==> config.mk <==
export PLATFORM = sky130hd
export DESIGN_NAME = map_access_arbiter_flat
export DESIGN_NICKNAME = d
export VERILOG_FILES = /design/src/rtl/map_access_arbiter_if.sv /design/src/rtl/map_access_arbiter.sv /design/src/flat_wrapper.sv
export SDC_FILE = /design/constraint.sdc
export NUM_CORES = 1
export LEC_CHECK = 0
export ABC_AREA = 0
export BUFFER_PORTS_ARGS = -buffer_cell sky130_fd_sc_hd__buf_2
export CELL_PAD_IN_SITES_DETAIL_PLACEMENT = 0
export CELL_PAD_IN_SITES_GLOBAL_PLACEMENT = 1
export CORE_MARGIN = 3
export CORE_UTILIZATION = 35
export DETAILED_ROUTE_END_ITERATION = 6
export PLACE_DENSITY_LB_ADDON = 0.25
export RECOVER_POWER = 50
export REMOVE_ABC_BUFFERS = 1
export SLEW_MARGIN = 0
export SYNTH_ARGS = -nofsm -noshare
export SYNTH_HDL_FRONTEND = slang
export SYNTH_SLANG_ARGS = --single-unit
==> constraint.sdc <==
create_clock -name clock_50 -period 4 [get_ports clock_50]
set_input_delay 0.2 -clock clock_50 [delete_from_list [all_inputs] [get_ports clock_50]]
set_output_delay 0.2 -clock clock_50 [all_outputs]
set_load 0.01 [all_outputs]
==> src/rtl/map_access_arbiter_if.sv <==
// Purpose: bundles every map_access_arbiter signal except clock and reset.
// Latency: RAM/ROM read data is expected one cycle after the address.
// Backpressure: rob/ed hold req and fields until their gnt; video has no gnt.
// Ports: slave = arbiter side, master = requesters plus ROM/RAM side.
//   map_reload/ready: re-init request and run status
//   rom_addr/rom_data: initial-map ROM
//   vid_*, rob_*, ed_*: three requester ports
//   ram_*: single-port map RAM; addr_err: out-of-range access flag
interface map_access_arbiter_if;
  logic       map_reload;
  logic       ready;
  logic [8:0] rom_addr;
  logic [3:0] rom_data;
  logic       vid_req;
  logic [3:0] vid_row;
  logic [4:0] vid_col;
  logic       vid_rvalid;
  logic [3:0] vid_rdata;
  logic       rob_req;
  logic       rob_we;
  logic [3:0] rob_row;
  logic [4:0] rob_col;
  logic [3:0] rob_wdata;
  logic       rob_gnt;
  logic       rob_rvalid;
  logic [3:0] rob_rdata;
  logic       ed_req;
  logic [3:0] ed_row;
  logic [4:0] ed_col;
  logic [3:0] ed_wdata;
  logic       ed_gnt;
  logic [8:0] ram_addr;
  logic       ram_we;
  logic [3:0] ram_wdata;
  logic [3:0] ram_rdata;
  logic       addr_err;

  modport slave (
    input  map_reload, rom_data, vid_req, vid_row, vid_col,
           rob_req, rob_we, rob_row, rob_col, rob_wdata,
           ed_req, ed_row, ed_col, ed_wdata, ram_rdata,
    output ready, rom_addr, vid_rvalid, vid_rdata, rob_gnt, rob_rvalid, rob_rdata,
           ed_gnt, ram_addr, ram_we, ram_wdata, addr_err
  );

  modport master (
    output map_reload, rom_data, vid_req, vid_row, vid_col,
           rob_req, rob_we, rob_row, rob_col, rob_wdata,
           ed_req, ed_row, ed_col, ed_wdata, ram_rdata,
    input  ready, rom_addr, vid_rvalid, vid_rdata, rob_gnt, rob_rvalid, rob_rdata,
           ed_gnt, ram_addr, ram_we, ram_wdata, addr_err
  );
endinterface

==> src/rtl/map_access_arbiter.sv <==
// Purpose: owns the map RAM; copies the ROM in (INIT), then arbitrates video/robot/editor.
// Latency: grant and RAM command in cycle T (combinational); read rvalid/rdata in T+1.
// Backpressure: video always wins; robot/editor round-robin, held off during INIT and reload.
// Ports: clock_50, reset (sync, active-high); bus = map_access_arbiter_if.slave.
module map_access_arbiter #(
  parameter int         ROWS      = 15,
  parameter int         COLS      = 20,
  parameter int         MAP_DEPTH = 321,
  parameter logic [3:0] WALL_CODE = 4'b0000
) (
  input logic                 clock_50,
  input logic                 reset,
  map_access_arbiter_if.slave bus
);
  localparam logic [0:0] ST_INIT = 1'b0;
  localparam logic [0:0] ST_RUN  = 1'b1;
  localparam logic       RR_ROB  = 1'b0;
  localparam logic       RR_ED   = 1'b1;
  localparam logic [8:0] DEPTH9  = 9'(MAP_DEPTH);
  localparam logic [8:0] COLS9   = 9'(COLS);

  logic [0:0] state_q, state_d;
  logic [8:0] k_q, k_d;
  logic       rr_last_q, rr_last_d;
  logic [8:0] ram_addr_q, ram_addr_d;
  logic       vid_pend_q, vid_pend_d;
  logic       rob_pend_q, rob_pend_d;
  logic       rd_oor_q, rd_oor_d;
  logic       addr_err_q, addr_err_d;
  logic [3:0] vid_rdata_q, vid_rdata_d;
  logic [3:0] rob_rdata_q, rob_rdata_d;

  logic       sel_vid, sel_rob, sel_ed;
  logic [3:0] sel_row;
  logic [4:0] sel_col;
  logic       sel_we;
  logic [3:0] sel_wdata;
  logic       sel_oor;
  logic [8:0] sel_addr;

  // Winner selection: video first, then round-robin between robot and editor.
  always_comb begin
    sel_vid = 1'b0;
    sel_rob = 1'b0;
    sel_ed  = 1'b0;
    if (state_q == ST_RUN && !bus.map_reload) begin
      if (bus.vid_req) begin
        sel_vid = 1'b1;
      end else if (bus.rob_req && bus.ed_req) begin
        sel_rob = (rr_last_q == RR_ED);
        sel_ed  = (rr_last_q == RR_ROB);
      end else begin
        sel_rob = bus.rob_req;
        sel_ed  = bus.ed_req;
      end
    end
  end

  always_comb begin
    sel_row   = bus.vid_row;
    sel_col   = bus.vid_col;
    sel_we    = 1'b0;
    sel_wdata = bus.rob_wdata;
    if (sel_rob) begin
      sel_row   = bus.rob_row;
      sel_col   = bus.rob_col;
      sel_we    = bus.rob_we;
      sel_wdata = bus.rob_wdata;
    end else if (sel_ed) begin
      sel_row   = bus.ed_row;
      sel_col   = bus.ed_col;
      sel_we    = 1'b1;
      sel_wdata = bus.ed_wdata;
    end
  end

  assign sel_addr = 9'(sel_row) * COLS9 + 9'(sel_col);
  assign sel_oor  = (sel_row == 4'd0) || (32'(sel_row) > ROWS) ||
                    (sel_col == 5'd0) || (32'(sel_col) > COLS);

  always_comb begin
    state_d       = state_q;
    k_d           = k_q;
    rr_last_d     = rr_last_q;
    ram_addr_d    = ram_addr_q;
    vid_pend_d    = 1'b0;
    rob_pend_d    = 1'b0;
    rd_oor_d      = 1'b0;
    addr_err_d    = 1'b0;
    bus.ram_we    = 1'b0;
    bus.ram_wdata = 4'h0;
    bus.rom_addr  = 9'd0;
    if (state_q == ST_INIT) begin
      if (k_q < DEPTH9) bus.rom_addr = k_q;
      // ROM data lags its address by a cycle, so cycle k writes word k-1.
      if (k_q != 9'd0) begin
        ram_addr_d    = k_q - 9'd1;
        bus.ram_we    = 1'b1;
        bus.ram_wdata = bus.rom_data;
      end
      if (k_q == DEPTH9) begin
        state_d = ST_RUN;
        k_d     = 9'd0;
      end else begin
        k_d = k_q + 9'd1;
      end
    end else if (bus.map_reload) begin
      state_d = ST_INIT;
      k_d     = 9'd0;
    end else if (sel_vid || sel_rob || sel_ed) begin
      // Out-of-range accesses still take the slot but never write.
      ram_addr_d    = sel_addr;
      bus.ram_we    = sel_we && !sel_oor;
      bus.ram_wdata = sel_wdata;
      vid_pend_d    = sel_vid;
      rob_pend_d    = sel_rob && !sel_we;
      rd_oor_d      = sel_oor;
      addr_err_d    = sel_oor;
      if (sel_rob) rr_last_d = RR_ROB;
      if (sel_ed)  rr_last_d = RR_ED;
    end
    if (reset) begin
      bus.ram_we    = 1'b0;
      bus.ram_wdata = 4'h0;
      bus.rom_addr  = 9'd0;
      ram_addr_d    = 9'd0;
    end
  end

  // Read data is taken straight from the RAM in T+1 and held afterwards.
  always_comb begin
    vid_rdata_d = vid_rdata_q;
    rob_rdata_d = rob_rdata_q;
    if (vid_pend_q) vid_rdata_d = rd_oor_q ? WALL_CODE : bus.ram_rdata;
    if (rob_pend_q) rob_rdata_d = rd_oor_q ? WALL_CODE : bus.ram_rdata;
    if (reset) begin
      vid_rdata_d = 4'h0;
      rob_rdata_d = 4'h0;
    end
  end

  assign bus.ram_addr   = ram_addr_d;
  assign bus.ready      = (state_q == ST_RUN) && !reset;
  assign bus.rob_gnt    = sel_rob && !reset;
  assign bus.ed_gnt     = sel_ed && !reset;
  assign bus.vid_rvalid = vid_pend_q && !reset;
  assign bus.rob_rvalid = rob_pend_q && !reset;
  assign bus.vid_rdata  = vid_rdata_d;
  assign bus.rob_rdata  = rob_rdata_d;
  assign bus.addr_err   = addr_err_q && !reset;

  always_ff @(posedge clock_50) begin
    if (reset) begin
      state_q     <= ST_INIT;
      k_q         <= 9'd0;
      rr_last_q   <= RR_ED;
      ram_addr_q  <= 9'd0;
      vid_pend_q  <= 1'b0;
      rob_pend_q  <= 1'b0;
      rd_oor_q    <= 1'b0;
      addr_err_q  <= 1'b0;
      vid_rdata_q <= 4'h0;
      rob_rdata_q <= 4'h0;
    end else begin
      state_q     <= state_d;
      k_q         <= k_d;
      rr_last_q   <= rr_last_d;
      ram_addr_q  <= ram_addr_d;
      vid_pend_q  <= vid_pend_d;
      rob_pend_q  <= rob_pend_d;
      rd_oor_q    <= rd_oor_d;
      addr_err_q  <= addr_err_d;
      vid_rdata_q <= vid_rdata_d;
      rob_rdata_q <= rob_rdata_d;
    end
  end
endmodule

==> src/flat_wrapper.sv <==
// flat-port wrapper written by rule: the top's interface ports become plain ports
module map_access_arbiter_flat 
#(
  parameter int         ROWS      = 15,
  parameter int         COLS      = 20,
  parameter int         MAP_DEPTH = 321,
  parameter logic [3:0] WALL_CODE = 4'b0000
)
  (clock_50, reset, bus_map_reload, bus_rom_data, bus_vid_req, bus_vid_row, bus_vid_col, bus_rob_req, bus_rob_we, bus_rob_row, bus_rob_col, bus_rob_wdata, bus_ed_req, bus_ed_row, bus_ed_col, bus_ed_wdata, bus_ram_rdata, bus_ready, bus_rom_addr, bus_vid_rvalid, bus_vid_rdata, bus_rob_gnt, bus_rob_rvalid, bus_rob_rdata, bus_ed_gnt, bus_ram_addr, bus_ram_we, bus_ram_wdata, bus_addr_err);
  map_access_arbiter_if bus_i ();
  input logic clock_50;
  input logic reset;
  input wire logic [$bits(bus_i.map_reload)-1:0] bus_map_reload;
  input wire logic [$bits(bus_i.rom_data)-1:0] bus_rom_data;
  input wire logic [$bits(bus_i.vid_req)-1:0] bus_vid_req;
  input wire logic [$bits(bus_i.vid_row)-1:0] bus_vid_row;
  input wire logic [$bits(bus_i.vid_col)-1:0] bus_vid_col;
  input wire logic [$bits(bus_i.rob_req)-1:0] bus_rob_req;
  input wire logic [$bits(bus_i.rob_we)-1:0] bus_rob_we;
  input wire logic [$bits(bus_i.rob_row)-1:0] bus_rob_row;
  input wire logic [$bits(bus_i.rob_col)-1:0] bus_rob_col;
  input wire logic [$bits(bus_i.rob_wdata)-1:0] bus_rob_wdata;
  input wire logic [$bits(bus_i.ed_req)-1:0] bus_ed_req;
  input wire logic [$bits(bus_i.ed_row)-1:0] bus_ed_row;
  input wire logic [$bits(bus_i.ed_col)-1:0] bus_ed_col;
  input wire logic [$bits(bus_i.ed_wdata)-1:0] bus_ed_wdata;
  input wire logic [$bits(bus_i.ram_rdata)-1:0] bus_ram_rdata;
  output wire logic [$bits(bus_i.ready)-1:0] bus_ready;
  output wire logic [$bits(bus_i.rom_addr)-1:0] bus_rom_addr;
  output wire logic [$bits(bus_i.vid_rvalid)-1:0] bus_vid_rvalid;
  output wire logic [$bits(bus_i.vid_rdata)-1:0] bus_vid_rdata;
  output wire logic [$bits(bus_i.rob_gnt)-1:0] bus_rob_gnt;
  output wire logic [$bits(bus_i.rob_rvalid)-1:0] bus_rob_rvalid;
  output wire logic [$bits(bus_i.rob_rdata)-1:0] bus_rob_rdata;
  output wire logic [$bits(bus_i.ed_gnt)-1:0] bus_ed_gnt;
  output wire logic [$bits(bus_i.ram_addr)-1:0] bus_ram_addr;
  output wire logic [$bits(bus_i.ram_we)-1:0] bus_ram_we;
  output wire logic [$bits(bus_i.ram_wdata)-1:0] bus_ram_wdata;
  output wire logic [$bits(bus_i.addr_err)-1:0] bus_addr_err;
  assign bus_i.map_reload = bus_map_reload;
  assign bus_i.rom_data = bus_rom_data;
  assign bus_i.vid_req = bus_vid_req;
  assign bus_i.vid_row = bus_vid_row;
  assign bus_i.vid_col = bus_vid_col;
  assign bus_i.rob_req = bus_rob_req;
  assign bus_i.rob_we = bus_rob_we;
  assign bus_i.rob_row = bus_rob_row;
  assign bus_i.rob_col = bus_rob_col;
  assign bus_i.rob_wdata = bus_rob_wdata;
  assign bus_i.ed_req = bus_ed_req;
  assign bus_i.ed_row = bus_ed_row;
  assign bus_i.ed_col = bus_ed_col;
  assign bus_i.ed_wdata = bus_ed_wdata;
  assign bus_i.ram_rdata = bus_ram_rdata;
  assign bus_ready = bus_i.ready;
  assign bus_rom_addr = bus_i.rom_addr;
  assign bus_vid_rvalid = bus_i.vid_rvalid;
  assign bus_vid_rdata = bus_i.vid_rdata;
  assign bus_rob_gnt = bus_i.rob_gnt;
  assign bus_rob_rvalid = bus_i.rob_rvalid;
  assign bus_rob_rdata = bus_i.rob_rdata;
  assign bus_ed_gnt = bus_i.ed_gnt;
  assign bus_ram_addr = bus_i.ram_addr;
  assign bus_ram_we = bus_i.ram_we;
  assign bus_ram_wdata = bus_i.ram_wdata;
  assign bus_addr_err = bus_i.addr_err;
  map_access_arbiter #(.ROWS(ROWS), .COLS(COLS), .MAP_DEPTH(MAP_DEPTH), .WALL_CODE(WALL_CODE)) u_core (.clock_50(clock_50), .reset(reset), .bus(bus_i));
endmodule
==> results.ini <==
[outcome]
outcome = complete, no violations

[logic_synthesis]
synth_top_cell_by_area = dfxtp_1
synth_edf_count = 0
yosysWarnings = 0
seq_area_frac_synth_pct = 25.4
synth_seq_cells = 31
netlist.area_leader.share_pct = 25.4
async_flop_share_pct = 0
syn_inst = 331
synth_area_um2 = 2440
synth_cell_types = 58
ys_top_cells_by_area = dfxtp_1, nor2_1, nand2_1, a21oi_1, ha_1
avgSynthCellArea_um2 = 7.37
ys.flop_type = dfxtp_1

[worst_setup_path]
cp_max_fo = 4
r2r_cells = 10
reg2reg_to = u_core.ram_addr_q[8]
startpoint_type = flop
worst_ep_arrival_time_ns = 3.46
slowest_delay_ns = 0.52
startpoint = u_core.state_q
crit_end = bus_ram_addr[8]
end_kind = output pin
cp_slowest_cell = fa_1
crit_type = flop to output pin
path_cells = or3b_2 -> nor3_1 -> a221o_2 -> xnor2_1 -> ha_1 -> fa_1 -> o211a_1 -> o311a_1 -> o21ai_1 -> a311oi_1 -> buf_2
reg2reg_setup_slack_ns = 0.91
required_ns = 3.80
regToRegStartpoint = u_core.state_q

[sta]
period_needed_ns = 3.66
hold_slack_ns = 0.139
tightest_slew_ns = 1.20
rsz0062_at_grt = false
slew_headroom_pct = 20.2
maxSlewViolCount = 0
skew_ns = 0.00730
finalSetupViolations = 0
hold_viol = 0
setup_tns_ns = 0
finalCritPeriodShare_pct = 91.5
fmax_mhz = 273

[floorplan]
num_io_pins = 87
coreArea_um2 = 6570
die_y_um = 89.5
core.rowCount = 29
initial_core_util_pct = 37.1
die_w_um = 89.5
die_area_um2 = 8010

[grt]
globalRoute.totalOverflow = 0
grt_start_max_net_pins = 27
antenna_found_initial = 0
grt_pass1_vias = 2402
grt_usage_pct = 18.5
grt_pass1_wl_um = 11400

[clock_network]
cts_root_buf = clkbuf_8
cts_setup_buffers = 0
cts.repair.resized = 0
ctsHoldBuffers = 0
htreeDepth = 2
clock_latency_ns = 0.28
clockBufferDepth = 2
cts_tree = built
cts_made_buffers = 5
numClockSinks = 31
clk_pin_slew_worst_paths_ns = 0.07

[drt]
vias_per_cell = 5.15
first_pass_iters = 4
routed_wl_um = 7250
wl_per_cell_um = 14.6
route.vias.total = 2567
drt_iter0_drc = 123
ant_nets = 0
drc_errors = 0

[cells_and_area]
fin_nets = 464
layout_commonest_cell = buf_2
fillCellCount = 702
diodes = 0
drive_above_1_share_pct = 23.2
final_cell_mix = buf_2, nor2_1, nand2_1
area_growth_syn_to_layout_pct = 21.9

[place]
gp_congestion = 0.854
hpwl_um = 5690
io_buffers = 86

[power]
worst_ir_drop_vdd_v = 0.000121
pwr_density_cell_nw_per_um2 = 267
power_leakage_uw = 0.00128

[hold_path]
holdCritPathClass = primary input to flop

[flow_run]
maxCapViolations = 0

-- synthesized netlist by cell type (all sizes together) (8+ instances only) --
| master | n |
|---|---|
| nor2 | 54 |
| nand2 | 35 |
| dfxtp | 31 |
| a21oi | 26 |
| clkbuf | 21 |
| o21ai | 16 |
| a211oi | 10 |
| and2 | 9 |
| ha | 9 |
| mux2i | 9 |
| nor3 | 9 |
| a311oi | 8 |
| nand2b | 8 |
| nand3 | 8 |
| nor2b | 8 |
| xnor2 | 8 |
-- layer usage --
layer | GRT usage (%) | part of all wire [%] | vias up | routed length [um]
li1 | - | - | 1333 | -
met5 | 0 | 0 | - | 0
met4 | 4.19 | 1.0 | 0 | 73
met1 | 24.3 | 46 | 1154 | 3330
met3 | 3.41 | 5.3 | 7 | 386
met2 | 31.4 | 48 | 73 | 3450
-- worst max-delay path, delay by kind of cell (launching register included) --
| family | cells | cell delay (ns) |
|---|---|---|
| compound gates | 5 | 0.98 |
| flops | 1 | 0.35 |
| xor+xnor | 1 | 0.08 |
| fa+ha+maj | 2 | 0.75 |
| buf+inv | 1 | 0.18 |
| simple gates | 2 | 0.83 |
-- cells by family (layout without fill, tap and decap cells) --
family	Yosys count	after routing	share of synthesized area, %
compound gates	92	92	26.8
xor+xnor	10	10	3.59
fa+ha+maj	11	11	5.90
buf+inv	29	103	4.87
flops	31	31	25.4
mux	10	10	4.31
simple gates	148	148	29.1
-- metrics by stage --
step | total power (uW) | cell area [um^2] | cells | setup WS, ns | util [%]
2_1_floorplan | 478 | 2340 | 307 | 0.137 | -
3_3_place_gp | 561 | 2920 | 490 | 0.693 | 44.4
3_5_place_dp | 563 | 2920 | 490 | 0.659 | 44.4
5_1_grt | 849 | 2970 | 498 | 0.0947 | 45.3
4_1_cts | 806 | 3000 | 498 | 0.372 | 45.6
6_report | 794 | 2970 | 498 | 0.341 | 45.3
-- state kept, by name, summed over array words and instances, names as in the netlist --
signal              count
u_core.rd_oor_q         1
u_core.state_q          1
u_core.rob_pend_q       1
u_core.rr_last_q        1
u_core.rob_rdata_q      4
u_core.ram_addr_q       9
u_core.vid_rdata_q      4
u_core.vid_pend_q       1
u_core.k_q              9
-- where the power goes --
group | total [uW] | switching (uW) | internal (uW) | leakage (uW)
registers | 334 | 10.9 | 323 | 0.000252
logic | 221 | 123 | 98.1 | 0.000990
clock network | 239 | 117 | 122 | 0.0000422
total | 794 | 251 | 543 | 0.00128
-- cell type report --
class                   count  area, um^2  area share, %
inverters                   5        18.8          0.631
multi-input cells         271        1700           57.2
clock buffers               7        76.3           2.57
well taps                  93         116           3.91
flip-flops and latches     31         621           20.9
clock inverters             1        5.00          0.168
repair buffers             90         437           14.7
-- how the worst min path moves through the flow --
stage / from / endpoint / slack (ns) / cells past startpoint
floorplan: reset / u_core.k_q[4] / 0.27 / 1
global placement: bus_rob_we / u_core.rob_pend_q / 0.44 / 2
detailed placement: bus_rob_we / u_core.rob_pend_q / 0.43 / 2
CTS: bus_rob_we / u_core.rob_pend_q / 0.13 / 2
global route: bus_rob_we / u_core.rob_pend_q / 0.13 / 2
finish: bus_rob_we / u_core.rob_pend_q / 0.14 / 2
(Power assumes the default switching activity.)
